<file path="src/rtl/counter_ctrl_pkg.sv">
// counter_ctrl_pkg
//   Shared definitions for the 0..9999 FND counter slice: FSM state codes
//   and the counter width/limit used by the counter and the FND wrapper.
package counter_ctrl_pkg;

    localparam int unsigned STATE_W   = 2;
    localparam int unsigned COUNT_W   = 14;
    localparam int unsigned COUNT_MAX = 9999;

    // 2'd3 is not a legal state; the FSM recovers from it to ST_STOP.
    typedef enum logic [STATE_W-1:0] {
        ST_STOP  = 2'd0,
        ST_RUN   = 2'd1,
        ST_CLEAR = 2'd2
    } state_t;

endpackage

</file>
<file path="src/rtl/button_debouncer.sv">
// button_debouncer
//   2-FF synchronizer plus stability filter for one raw push button.
//   Ports:
//     i_clk    system clock
//     i_reset  synchronous, active-high reset
//     i_btn    raw button level, asynchronous to i_clk
//     o_level  accepted (debounced) level
//     o_press  one-cycle pulse when the accepted level rises 0->1
module button_debouncer #(
    parameter int unsigned DB_CYCLES = 1_000_000
) (
    input  logic i_clk,
    input  logic i_reset,
    input  logic i_btn,
    output logic o_level,
    output logic o_press
);

    localparam int unsigned      CNT_W    = $clog2(DB_CYCLES + 1);
    localparam logic [CNT_W-1:0] CNT_LAST = CNT_W'(DB_CYCLES - 1);

    logic             sync1_q;
    logic             sync2_q;
    logic             level_q, level_d;
    logic             press_q, press_d;
    logic [CNT_W-1:0] cnt_q, cnt_d;

    // The counter only advances while the synchronized level disagrees with
    // the accepted one; the DB_CYCLES-th disagreeing cycle flips the level.
    always_comb begin
        level_d = level_q;
        press_d = 1'b0;
        cnt_d   = '0;
        if (sync2_q != level_q) begin
            if (cnt_q == CNT_LAST) begin
                level_d = sync2_q;
                press_d = sync2_q;
            end else begin
                cnt_d = cnt_q + 1'b1;
            end
        end
    end

    always_ff @(posedge i_clk) begin
        if (i_reset) begin
            sync1_q <= 1'b0;
            sync2_q <= 1'b0;
            level_q <= 1'b0;
            press_q <= 1'b0;
            cnt_q   <= '0;
        end else begin
            sync1_q <= i_btn;
            sync2_q <= sync1_q;
            level_q <= level_d;
            press_q <= press_d;
            cnt_q   <= cnt_d;
        end
    end

    assign o_level = level_q;
    assign o_press = press_q;

endmodule

</file>
<file path="src/rtl/counter_control_unit.sv">
// counter_control_unit
//   Run/stop/clear sequencer for the 0..9999 FND up/down counter. Debounces
//   three buttons, runs a STOP/RUN/CLEAR FSM and issues single-cycle strobes
//   to a counter that lives on i_clk.
//   Ports:
//     i_clk         system clock
//     i_reset       synchronous, active-high reset
//     i_btnRunStop  raw run/stop button
//     i_btnClear    raw clear button
//     i_btnMode     raw direction-toggle button
//     o_tick        one-cycle count-enable strobe
//     o_clear       one-cycle synchronous clear strobe
//     o_dir         count direction, 1 = up
//     o_run         high while in RUN
//     o_state       current FSM state code
module counter_control_unit
    import counter_ctrl_pkg::*;
#(
    parameter int unsigned DB_CYCLES = 1_000_000,
    parameter int unsigned TICK_DIV  = 10_000_000
) (
    input  logic               i_clk,
    input  logic               i_reset,
    input  logic               i_btnRunStop,
    input  logic               i_btnClear,
    input  logic               i_btnMode,
    output logic               o_tick,
    output logic               o_clear,
    output logic               o_dir,
    output logic               o_run,
    output logic [STATE_W-1:0] o_state
);

    localparam int unsigned        PRESC_W    = $clog2(TICK_DIV);
    localparam logic [PRESC_W-1:0] PRESC_LAST = PRESC_W'(TICK_DIV - 1);

    logic rs_press, clr_press, mode_press;
    logic rs_level, clr_level, mode_level;
    logic levels_unused;

    state_t             state_q, state_d;
    logic [PRESC_W-1:0] presc_q, presc_d;
    logic               tick_q, tick_d;
    logic               clear_q, clear_d;
    logic               dir_q, dir_d;
    logic               run_q, run_d;

    button_debouncer #(.DB_CYCLES(DB_CYCLES)) u_db_runstop (
        .i_clk   (i_clk),
        .i_reset (i_reset),
        .i_btn   (i_btnRunStop),
        .o_level (rs_level),
        .o_press (rs_press)
    );

    button_debouncer #(.DB_CYCLES(DB_CYCLES)) u_db_clear (
        .i_clk   (i_clk),
        .i_reset (i_reset),
        .i_btn   (i_btnClear),
        .o_level (clr_level),
        .o_press (clr_press)
    );

    button_debouncer #(.DB_CYCLES(DB_CYCLES)) u_db_mode (
        .i_clk   (i_clk),
        .i_reset (i_reset),
        .i_btn   (i_btnMode),
        .o_level (mode_level),
        .o_press (mode_press)
    );

    // Only press pulses drive this block; the levels are kept for visibility.
    assign levels_unused = rs_level & clr_level & mode_level;

    always_comb begin
        state_d = state_q;
        case (state_q)
            ST_STOP: begin
                if (clr_press) begin
                    state_d = ST_CLEAR;
                end else if (rs_press) begin
                    state_d = ST_RUN;
                end
            end
            ST_RUN: begin
                if (rs_press) begin
                    state_d = ST_STOP;
                end
            end
            ST_CLEAR: state_d = ST_STOP;
            default:  state_d = ST_STOP;
        endcase

        // Prescaler and tick both look at the next state so that leaving RUN
        // drops a tick that would otherwise land in the first STOP cycle.
        presc_d = '0;
        tick_d  = 1'b0;
        if (state_q == ST_RUN && state_d == ST_RUN) begin
            tick_d  = (presc_q == PRESC_LAST);
            presc_d = (presc_q == PRESC_LAST) ? '0 : presc_q + 1'b1;
        end

        clear_d = (state_d == ST_CLEAR);
        run_d   = (state_d == ST_RUN);
        dir_d   = dir_q ^ mode_press;
    end

    always_ff @(posedge i_clk) begin
        if (i_reset) begin
            state_q <= ST_STOP;
            presc_q <= '0;
            tick_q  <= 1'b0;
            clear_q <= 1'b0;
            dir_q   <= 1'b1;
            run_q   <= 1'b0;
        end else begin
            state_q <= state_d;
            presc_q <= presc_d;
            tick_q  <= tick_d;
            clear_q <= clear_d;
            dir_q   <= dir_d;
            run_q   <= run_d;
        end
    end

    assign o_tick  = tick_q;
    assign o_clear = clear_q;
    assign o_dir   = dir_q;
    assign o_run   = run_q;
    assign o_state = state_q;

endmodule

</file>
<file path="config.mk">
export PLATFORM = sky130hd
export DESIGN_NAME = counter_control_unit
export DESIGN_NICKNAME = d
export VERILOG_FILES = /design/src/rtl/counter_ctrl_pkg.sv /design/src/rtl/button_debouncer.sv /design/src/rtl/counter_control_unit.sv
export SDC_FILE = /design/constraint.sdc
export NUM_CORES = 1
export LEC_CHECK = 0
export ABC_AREA = 1
export CORE_UTILIZATION = 56
export DETAILED_ROUTE_END_ITERATION = 8
export PLACE_DENSITY = 0.85
export SLEW_MARGIN = 20
export SYNTH_ARGS = -nofsm -noshare
export SYNTH_HDL_FRONTEND = slang
export SYNTH_SLANG_ARGS = --single-unit
export TNS_END_PERCENT = 30
</file>
<file path="constraint.sdc">
create_clock -name i_clk -period 1.4 [get_ports i_clk]
set_input_delay 0.14 -clock i_clk [delete_from_list [all_inputs] [get_ports i_clk]]
set_output_delay 0.14 -clock i_clk [all_outputs]
set_load 0.01 [all_outputs]
</file>
==> results of run 1 <==
layer usage:
| layer | vias to the layer above | wire length [µm] |
|---|---|---|
| met3 | 31 | 609 |
| met4 | 0 | 240 |
| met2 | 152 | 5890 |
| met5 | - | 0 |
| li1 | 2416 | - |
| met1 | 2230 | 4800 |
flip-flops by register name, summed over array words and instances (netlist names), 2 cells and up:
| name | count |
|---|---|
| u_db_mode.cnt_q | 20 |
| o_state | 2 |
| presc_q | 24 |
| u_db_clear.cnt_q | 20 |
| u_db_runstop.cnt_q | 20 |
placed cells by master (no fill, tap or decap), types with 5 or more instances in the layout:
cell type and instances:
sky130_fd_sc_hd__o21ai_0 8, sky130_fd_sc_hd__dfxtp_2 27, sky130_fd_sc_hd__nand3_1 41, sky130_fd_sc_hd__nand2_2 8, sky130_fd_sc_hd__a21oi_1 35, sky130_fd_sc_hd__clkbuf_8 9, sky130_fd_sc_hd__xnor2_1 19, sky130_fd_sc_hd__nand4_1 12
sky130_fd_sc_hd__dfxtp_1 75, sky130_fd_sc_hd__buf_4 29, sky130_fd_sc_hd__nand3b_1 7, sky130_fd_sc_hd__nor2_2 19, sky130_fd_sc_hd__inv_1 70, sky130_fd_sc_hd__xor2_1 18, sky130_fd_sc_hd__nor3_1 11, sky130_fd_sc_hd__nand2_1 179
sky130_fd_sc_hd__nor2_4 5, sky130_fd_sc_hd__nor2_1 163
kinds of logic (layout without fill, tap and decap cells):
logic type / after synthesis / in the layout / synth area share
AND/OR/NAND/NOR: 465 / 465 / 0.391
buffers and inverters: 83 / 135 / 0.0662
XOR/XNOR: 38 / 38 / 0.0675
AO/OA/AOI/OAI: 49 / 49 / 0.0517
adder cells (fa/ha/maj): 4 / 4 / 0.0101
flip-flops: 102 / 102 / 0.414
timing repair:
item	in CTS	in global routing
pin swaps	1	8
gates cloned	0	2
setup endpoints to repair	50	84
gates resized for setup	14	72
buffers inserted	0	1
cell usage after synthesis, drive strengths merged:
master  number  area, µm²
a21oi       36        180
buf          8       45.0
clkbuf       2       7.51
dfxtp      102       2040
ha           4       50.1
inv         73        274
nand2      188        708
nand3       46        235
nand3b       7       52.6
nand4       12       75.1
nor2       187        712
nor3        15       75.1
nor4         3       25.0
o21a         1       7.51
o21ai        9       45.0
o21bai       1       7.51
o31ai        2       15.0
or2          7       43.8
xnor2       19        166
xor2        19        166
final timing paths:
path / end / cells after the start / slack (ns) / startpoint
worst min register to register: u_db_clear.sync2_q / 2 / 0.41 / u_db_clear.sync1_q
worst max-delay path: u_db_clear.cnt_q[2] / 8 / -0.03 / u_db_clear.cnt_q[14]
worst max register to register: u_db_clear.cnt_q[2] / 8 / -0.03 / u_db_clear.cnt_q[14]
worst min-delay path: u_db_clear.sync1_q / 3 / 0.27 / i_btnClear
worst reg2reg max path, cell delays in order, from the launching register on:
cell,delay (ns)
sky130_fd_sc_hd__dfxtp_1,0.40
sky130_fd_sc_hd__inv_1,0.08
sky130_fd_sc_hd__nor2_1,0.18
sky130_fd_sc_hd__nand2_1,0.10
sky130_fd_sc_hd__nor2_1,0.14
sky130_fd_sc_hd__nand3_2,0.12
sky130_fd_sc_hd__nand2_4,0.13
sky130_fd_sc_hd__clkbuf_16,0.16
sky130_fd_sc_hd__nor3_1,0.04
final cells by class:
type / instances / share of cell area
timing repair buffer: 46 / 0.0780
clock inverter: 7 / 0.0135
tap: 105 / 0.0221
sequential: 102 / 0.350
clock buffer: 9 / 0.0209
multi-input combinational: 556 / 0.470
inverter: 73 / 0.0462
through the flow:
step                      setup WS [ns]  utilization  TNS [ns]  hold WS, ns  instances
final                           -0.0341        0.708    -0.457        0.271        898
after global routing            -0.0758        0.708     -1.75        0.288        898
after CTS                      -0.00880        0.676  -0.00880        0.259        895
after detailed placement        -0.0631        0.649     -1.16        0.394        879
after global placement         -0.00210        0.649  -0.00210        0.395        879
after floorplan                  0.0102            -         0        0.247        741
power breakdown:
| part | internal [µW] | switching (µW) |
|---|---|---|
| clock network | 853 | 1090 |
| logic | 42.4 | 41.6 |
| registers | 2910 | 6.87 |
| total | 3800 | 1140 |
==> results, run 1 <==
- The flow ran to the end, but the final reports show violations.
- The final reports fail on negative setup slack.
- The number of global-route vias before repair is 4522.
- The number of antenna diodes in the final layout is 0.
- The number of distinct library cells after synthesis is 28.
- After floorplanning, the core was divided into 33 placement rows.
- Measured against its own limit, the worst slew margin works out to 0.772.
- The die is 95.9 µm tall.
- Of all nets on the critical path, the largest fanout is 10.
- The cell that appears most often on the critical path is sky130_fd_sc_hd__nor2_1.
- The initial antenna violation count is 0.
- Power spread over the standard cell area amounts to 833 mW/mm².
- The net count of the mapped netlist is 750.
- The max-slew violation total from the final report was 0.
- The portion of the clock cycle consumed by the worst path in the final layout is 1.02.
- In this run, the number of DRC markers left after iteration 0 of detailed routing was 195.
- The category of cells accounting for the largest share of critical-path delay is simple AND/OR/NAND/NOR gates.
- The global-route met3 utilization is 0.0592.
- The number of buffers and inverters on the critical path is 2.
- The critical path arrival is 1.71 ns.
- The number of failing hold endpoints at the final stage is 0.
- The first global-routing pass estimated 18300 µm of wire.
- The largest net degree at the start of global routing is 25.
- The cell type of the slowest stage on the worst timing path is sky130_fd_sc_hd__dfxtp_1.
- The clock insertion delay at the later pin of the skew report is 0.37 ns.
- The clock passes through at most 2 buffers.
- STA classifies the critical path endpoint as a flip-flop.
- Power comes to 4940 µW.
- Clock-pin slew was measured on the worst setup and hold paths at 0.10 ns.
- The initial utilization of the core area, before any placement, comes to 0.589.
- At the pin with the least slew margin, the transition time is 0.339 ns.
- In the global route stage, met1 resource usage came out at 0.282.
- Dividing the detail-routed wire length by the instance count gives 12.8 µm.
- The area enclosed by the die boundary is 0.00919 mm².
- The number of port buffers is 10.
- Traced cell by cell, the critical path runs through inv_1 -> nor2_1 -> nand2_1 -> nor2_1 -> nand3_2 -> nand2_4 -> clkbuf_16 -> nor3_1.
- Setup repair after global routing could not meet its margin everywhere.
- The overflow left after global routing is 0.
- In the final layout, the share of cells above drive strength 1 is 0.169.
- The number of hold-repair buffers added at the cts stage is 0.
- The path class of the tightest hold or removal check is input pin to flip-flop.
- The placed cell area is 0.00544 mm².
- The multi-input combinational cells in the finished layout cover a total of 0.00279 mm².
- Summed over all cells, the static leakage comes to 0.00188 µW.
- The number of top-level pins is 11.
- The peak per-stage delay on the critical path is 0.40 ns.
- The final standard cell area without fillers is 0.00593 mm².
- The maximum vdd ir drop is 0.000481 V.
- The die boundary width is 95.9 µm.
- The routed layout has 4829 vias.
- The cell area after synthesis is 0.00493 mm².
- For this run, the total global-route usage over all layers was measured as 0.252.
- The final setup slack of the worst path is -0.0341 ns.
- The worst setup path is of the flip-flop to flip-flop kind.
- The met2 usage in global routing is 0.466.
- The peak-usage layer in the global routing report is met2.
- The maximum level of the CTS H-tree is 3.
- The synthesized netlist cell count is 741.
- The TritonCTS clock tree is done.
- The final estimated routing congestion in global placement is 0.902.
- The timing-limited maximum frequency is 697 MHz.
- Registers take 0.00208 mm².
- The total wirelength of the detailed-routed design is 11500 µm.
- The core region is 0.00838 mm².
- Compared with the post-synthesis result, the final layout area differs by 20.3%.
- The first-pass iteration count of the detailed router is 6.
- The share of synthesized area occupied by flip-flops and latches is 0.414.
- The synthesized flop and latch total is 102.
- The setup clock skew after layout is 0.0166 ns.
- The final critical delay including setup and external delays is 1.43 ns.
- The final layout contains 797 nets.
- The detail route stage leaves a number of antenna-violating nets equal to 0.
- The critical path startpoint category is a flip-flop.
- Setup violations remaining at the end of the flow were counted as 20.
- Across the run, the number of max-cap violations was 0.
- In this run, CTS created clock tree buffers numbering 9.
- The DRC violation count after routing is 0.
- The filler cell count in the final layout is 634.
- The data required time of the worst path is 1.67 ns.
- The post-detailed-route via-to-cell ratio is 5.38.
- After legalization and detailed placement, the total HPWL measured 7920 µm.
- The clock root buffer is sky130_fd_sc_hd__clkbuf_8.
- For this design, the sink count on the clock tree is 102.
- The post-synthesis area per instance is 6.66 µm².
- The warning count from the yosys run is 0.
Note: power is estimated with default switching activity, not from simulation.
==> inputs of run 2 (changes only) <==
--- a/config.mk
+++ b/config.mk
@@ -8,6 +8,7 @@
 export ABC_AREA = 1
 export CORE_UTILIZATION = 56
 export DETAILED_ROUTE_END_ITERATION = 8
+export HOLD_SLACK_MARGIN = 0.12
 export PLACE_DENSITY = 0.85
 export SLEW_MARGIN = 20
 export SYNTH_ARGS = -nofsm -noshare
==> results of run 2 <==
The final DEF is identical to that of run 1; final timing and power are the same.
==> RTL change 1, RTL diff (flow settings as in run 1) <==
Set the parameter `TICK_DIV` to 2_500_000 (it was 10_000_000).
--- a/src/rtl/counter_control_unit.sv
+++ b/src/rtl/counter_control_unit.sv
@@ -19,3 +19,3 @@
     parameter int unsigned DB_CYCLES = 1_000_000,
-    parameter int unsigned TICK_DIV  = 10_000_000
+    parameter int unsigned TICK_DIV  = 2_500_000
 ) (
Function: no difference found for any inputs over 10 cycles, from zero or initial values and one cycle with i_reset high; that may be too few to reach the edited logic, so the function may still have changed.
==> RTL change 1 against run 1 <==
The run still ends with negative setup slack left; first-iteration DRC count rose by 67%; sequential share of layout area fell by 2.0 points; count of clock-buffer cells in the layout rose by 3; area after synthesis fell by 1.7%; worst setup slack got worse by 0.14 ns; fmax fell by 8.6%; non-clock buffer count rose by 23; routed wire length rose by 12%; final area rose by 3.3%; power rose by 0.72%; sequential cell count fell by 2; highest routed layer unchanged.
==> RTL change 1: results (changes against run 1) <==
cts bufs inserted = 9 (unchanged)
Avg Vias per Cell = 5.51 (+2.4%)
internal power = 3.88 mW (+1.9%)
iteration-0 DRC count of the detailed router = 325 (+67%)
# setup viols final = 25 (+25%)
slowest stage delay, CP = 0.42 ns (+0.02 ns)
Max IR drop VDD = 0.000661 V (+37%)
DP HPWL = 7.64 mm (-3.5%)
global-route total usage across every layer = 0.268 (+0.0162)
root buffer cell = clkbuf_8
Total Wirelength = 12.9 mm (+12%)
clk_lat worst skew = 0.38 ns
CTS max path bufs = 2 (unchanged)
Worst-path clk slew = 0.09 ns
min-delay worst type = input port to flip-flop
top cells by count, synth = nor2_1 (174), nand2_1 (169), dfxtp_1 (100), inv_1 (85), nand3_1 (41)
Area after DPL = 0.00542 sq mm (-0.35%)
crit-path leading delay family = simple AND/OR/NAND/NOR gates
number of antenna diodes = 0 (unchanged)
largest cells by area after synthesis = dfxtp_1 (41%), nor2_1 (13%), nand2_1 (13%), inv_1 (6.6%), xor2_1 (4.7%)
Leakage = 2.05 nW (+8.8%)
Routability Congestion = 0.937 (+3.9%)
share of cells above drive strength 1 = 0.205 (+0.0363)
Synth cell types = 29 (+3.6%)
critical path arrival = 1.84 ns (+0.13 ns)
Slew @ Worst Pin = 0.427 ns (+0.0882 ns)
global-route wire length before repair = 19.0 mm (+3.6%)
Final #Nets = 803 (+0.75%)
H-tree Lvls = 3 (unchanged)
Port Buf Inserts = 10 (unchanged)
Crit Path Max Fanout = 6 (-4)
largest net degree at the start of global routing = 22 (-12%)
status = finished, violations left
Largest register FFs = 22 (-8.3%)
failing checks = negative setup slack
Async SR Flop Fraction = 0 (unchanged)
Largest Register = presc_q
final setup margin = -0.170 ns (-0.135 ns)
total grt overflow = 0 (unchanged)
skew final = 0.00629 ns (-0.0103 ns)
Synthesis Warnings = 0 (unchanged)
initial antenna violation count = 0 (unchanged)
sequential-to-total area share from yosys stat = 0.413 (-0.000995)
vias in the first global route = 4520 (-0.044%)
Syn Nets = 726 (-3.2%)
Crit-path slowest cell = dfxtp_1
Fillers = 579 (-8.7%)
DRT Pass-1 Iters = 5 (-1)
[RTL change 1: cell types whose count changed after synthesis, sizes merged, moves of 6 or more]
cell / delta
nor2: -7
xnor2: -7
xor2: +7
nand4: +7
nor3: -6
inv: +13
nand2: -15
[RTL change 1: worst paths after layout]
check,startpoint,slack [ns],endpoint,cells past startpoint
max,u_db_runstop.cnt_q[9],-0.17,u_db_runstop.cnt_q[8],7
min,i_btnClear,0.27,u_db_clear.sync1_q,3
max reg2reg,u_db_runstop.cnt_q[9],-0.17,u_db_runstop.cnt_q[8],7
min reg2reg,u_db_clear.sync1_q,0.41,u_db_clear.sync2_q,2
[RTL change 1: cell type report]
class,instances,area share
inverter,86,0.0526
timing repair buffer,69,0.102
clock inverter,4,0.00918
multi-input combinational,528,0.458
clock buffer,12,0.0269
tap,105,0.0214
sequential,100,0.330
[RTL change 1: per-stage QoR]
stage                      TNS, ns  cells  power (mW)  worst slack (ns)  utilization
after global routing         -5.43    904        5.13            -0.159        0.739
final                        -3.29    904        4.98            -0.170        0.739
after floorplan           -0.00746    717        2.96          -0.00359            -
after global placement      -0.434    876        2.99           -0.0464        0.653
after detailed placement     -3.25    876        2.99            -0.117        0.653
after CTS                   -0.169    897        4.98           -0.0181        0.696
[RTL change 1: metal layers]
layer  track usage  up-vias  share of wire
met5             0        -              0
met1         0.316     2299           0.41
met2         0.461      218           0.49
met3        0.0439       57          0.061
met4         0.152        0          0.036
li1              -     2403              -
[RTL change 1: logic make-up (layout without fill, tap and decap cells)]
logic type	Yosys count	after routing	share of synthesized area
AND/OR/NAND/NOR	434	439	0.377
adder cells (fa/ha/maj)	4	4	0.0103
AO/OA/AOI/OAI	47	47	0.0511
XOR/XNOR	38	38	0.0686
buffers and inverters	94	171	0.0805
flip-flops	100	100	0.413
[RTL change 1: worst register-to-register path, stage by stage (launching register included)]
cell	delay [ns]
dfxtp_1	0.42
inv_1	0.11
nor2_1	0.18
nand3_1	0.18
inv_1	0.15
nand3_4	0.21
nand2_4	0.17
nor2_1	0.05
[RTL change 1: what timing repair did]
item / CTS / global route
setup buffers: 1 / 2
endpoints found under the setup margin: 85 / 87
pin swaps: 10 / 17
resized for setup: 37 / 66
cloned: 4 / 5
[RTL change 1: power by group through the flow]
stage | combinational (mW) | clock (mW) | sequential (mW)
after floorplan | 0.0384 | 0 | 2.92
after global placement | 0.0654 | 0 | 2.92
after detailed placement | 0.0676 | 0 | 2.92
after CTS | 0.0764 | 2.04 | 2.86
after global routing | 0.0991 | 2.17 | 2.86
final | 0.0909 | 2.03 | 2.86
==> RTL change 2, RTL diff (flow settings as in run 1) <==
Made on the original files. Register the inputs `i_btnRunStop`, `i_btnClear` and `i_btnMode` before use. The logic sees them one clock later.
--- a/src/rtl/counter_control_unit.sv
+++ b/src/rtl/counter_control_unit.sv
@@ -36,2 +36,12 @@
 
+    logic i_btnRunStop_q;
+    logic i_btnClear_q;
+    logic i_btnMode_q;
+
+    always_ff @(posedge i_clk) begin
+        i_btnRunStop_q <= i_btnRunStop;
+        i_btnClear_q   <= i_btnClear;
+        i_btnMode_q    <= i_btnMode;
+    end
+
     logic rs_press, clr_press, mode_press;
@@ -50,3 +60,3 @@
         .i_reset (i_reset),
-        .i_btn   (i_btnRunStop),
+        .i_btn   (i_btnRunStop_q),
         .o_level (rs_level),
@@ -58,3 +68,3 @@
         .i_reset (i_reset),
-        .i_btn   (i_btnClear),
+        .i_btn   (i_btnClear_q),
         .o_level (clr_level),
@@ -66,3 +76,3 @@
         .i_reset (i_reset),
-        .i_btn   (i_btnMode),
+        .i_btn   (i_btnMode_q),
         .o_level (mode_level),
Formal check against the unedited RTL: no difference found for any inputs over 10 cycles, from zero or initial values and one cycle with i_reset high; that may be too few to reach the edited logic, so the function may still have changed.
==> RTL change 2 against run 1 <==
The run still ends with negative setup slack left; largest cell class unchanged; final area up 6.7%; sequential cell count grew 3; highest routed layer unchanged; sequential share of layout area decreased by 1.3 points; critical endpoint is now u_db_clear.cnt_q[1]; worst setup slack worse by 0.060 ns; area after synthesis increased by 3.7%; power up 3.7%; routed wire length up 5.7%; combinational power up 13%.
==> RTL change 2: results (changes against run 1) <==
Largest Register = presc_q
Max IR drop VDD = 0.000484 V (+0.56%)
vias in the first global route = 4883 (+8.0%)
largest cells by area after synthesis = dfxtp_1 (41%), nand2_1 (14%), nor2_1 (13%), inv_1 (5.9%), nand3_1 (4.4%)
CTS max path bufs = 2 (unchanged)
Async SR Flop Fraction = 0 (unchanged)
global-route total usage across every layer = 0.255 (+0.00284)
DP HPWL = 7.78 mm (-1.8%)
sequential-to-total area share from yosys stat = 0.411 (-0.00304)
H-tree Lvls = 3 (unchanged)
Hold WS = 0.201 ns (-0.0693 ns)
status = finished, violations left
Final #Nets = 834 (+4.6%)
Crit Path Max Fanout = 5 (-5)
Avg Vias per Cell = 5.34 (-0.64%)
Leakage = 2.07 nW (+9.8%)
min-delay worst type = input port to flip-flop
Port Buf Inserts = 10 (unchanged)
share of cells above drive strength 1 = 0.216 (+0.0467)
iteration-0 DRC count of the detailed router = 283 (+45%)
met3 Usage GRT = 0.0655 (+0.00623)
Slew @ Worst Pin = 0.403 ns (+0.0640 ns)
Synth cell types = 32 (+14%)
final setup margin = -0.0939 ns (-0.0598 ns)
global-route wire length before repair = 20.3 mm (+11%)
Hold EP = i_btnRunStop_q
worst hold start = i_btnRunStop
met2 usage = 0.455 (-0.0110)
Reg2Reg Depth = 10 (+2)
skew final = 0.0143 ns (-0.00234 ns)
Min-Delay Path Depth = 1 (-2)
DRT Pass-1 Iters = 5 (-1)
top cells by count, synth = nand2_1 (191), nor2_1 (184), dfxtp_1 (105), inv_1 (81), nand3_1 (45)
WL/cell = 13.0 um (+1.2%)
largest net degree at the start of global routing = 25 (unchanged)
initial antenna violation count = 0 (unchanged)
number of antenna diodes = 0 (unchanged)
number of routed nets with antenna violations = 0 (unchanged)
Fillers = 624 (-1.6%)
worst reg2reg startpoint = u_db_clear.cnt_q[1]
Syn Nets = 768 (+2.4%)
# setup viols final = 20 (unchanged)
Critical Path End = u_db_clear.cnt_q[1]
Routability Congestion = 0.877 (-2.8%)
clk_lat worst skew = 0.38 ns
met1 Use GR = 0.294 (+0.0116)
critical path arrival = 1.77 ns (+0.06 ns)
failing checks = negative setup slack
slowest stage delay, CP = 0.37 ns (-0.03 ns)
FF-to-FF setup slack = -0.09 ns (-0.06 ns)
Crit-path slowest cell = dfxtp_2
Synthesis Warnings = 0 (unchanged)
[RTL change 2: repair_timing]
item / CTS / global route
pin swaps: 2 / 15
gates resized for setup: 39 / 81
setup buffers: 3 / 1
setup endpoints to repair: 87 / 88
gates cloned: 2 / 0
[RTL change 2: logic make-up (layout without fill, tap and decap cells)]
group                      after synthesis  in the layout  share of synthesized area
AOI/OAI and AO/OA                       47             47                     0.0489
xor gates and xnor gates                37             37                     0.0633
adders and majority gates                4              4                    0.00978
buffers and inverters                   91            162                     0.0743
DFF                                    105            105                      0.411
and+or+nand+nor                        475            475                      0.393
[RTL change 2: final cells by class]
| type | instances | area share |
|---|---|---|
| Clock inverter | 6 | 0.0117 |
| Inverter | 82 | 0.0490 |
| Multi-Input combinational cell | 563 | 0.466 |
| Timing Repair Buffer | 64 | 0.0928 |
| Clock buffer | 10 | 0.0217 |
| Tap cell | 108 | 0.0213 |
| Sequential cell | 105 | 0.337 |
[RTL change 2: metrics by stage]
step                      area, sq um  setup WS, ns  cells  utilization  TNS [ns]
after global placement           5690       -0.0168    917        0.649    -0.234
after floorplan                  5120       -0.0204    759            -    -0.316
after CTS                        6100       -0.0541    938        0.696    -0.725
after detailed placement         5690       -0.0476    917        0.649     -1.82
after global routing             6330        -0.152    938        0.723     -3.57
final                            6330       -0.0939    938        0.723     -1.11
[RTL change 2: report_power, final]
| group | leakage, nW | internal, mW | total (mW) | switching, mW |
|---|---|---|---|---|
| clock network | 0.101 | 0.902 | 2.02 | 1.12 |
| registers | 0.861 | 3.00 | 3.01 | 0.00772 |
| logic | 1.10 | 0.0505 | 0.0952 | 0.0447 |
[RTL change 2: per-layer routing]
layer	vias up	part of all wire
met2	152	0.51
met5	-	0
met3	33	0.058
met4	0	0.022
li1	2507	-
met1	2320	0.40
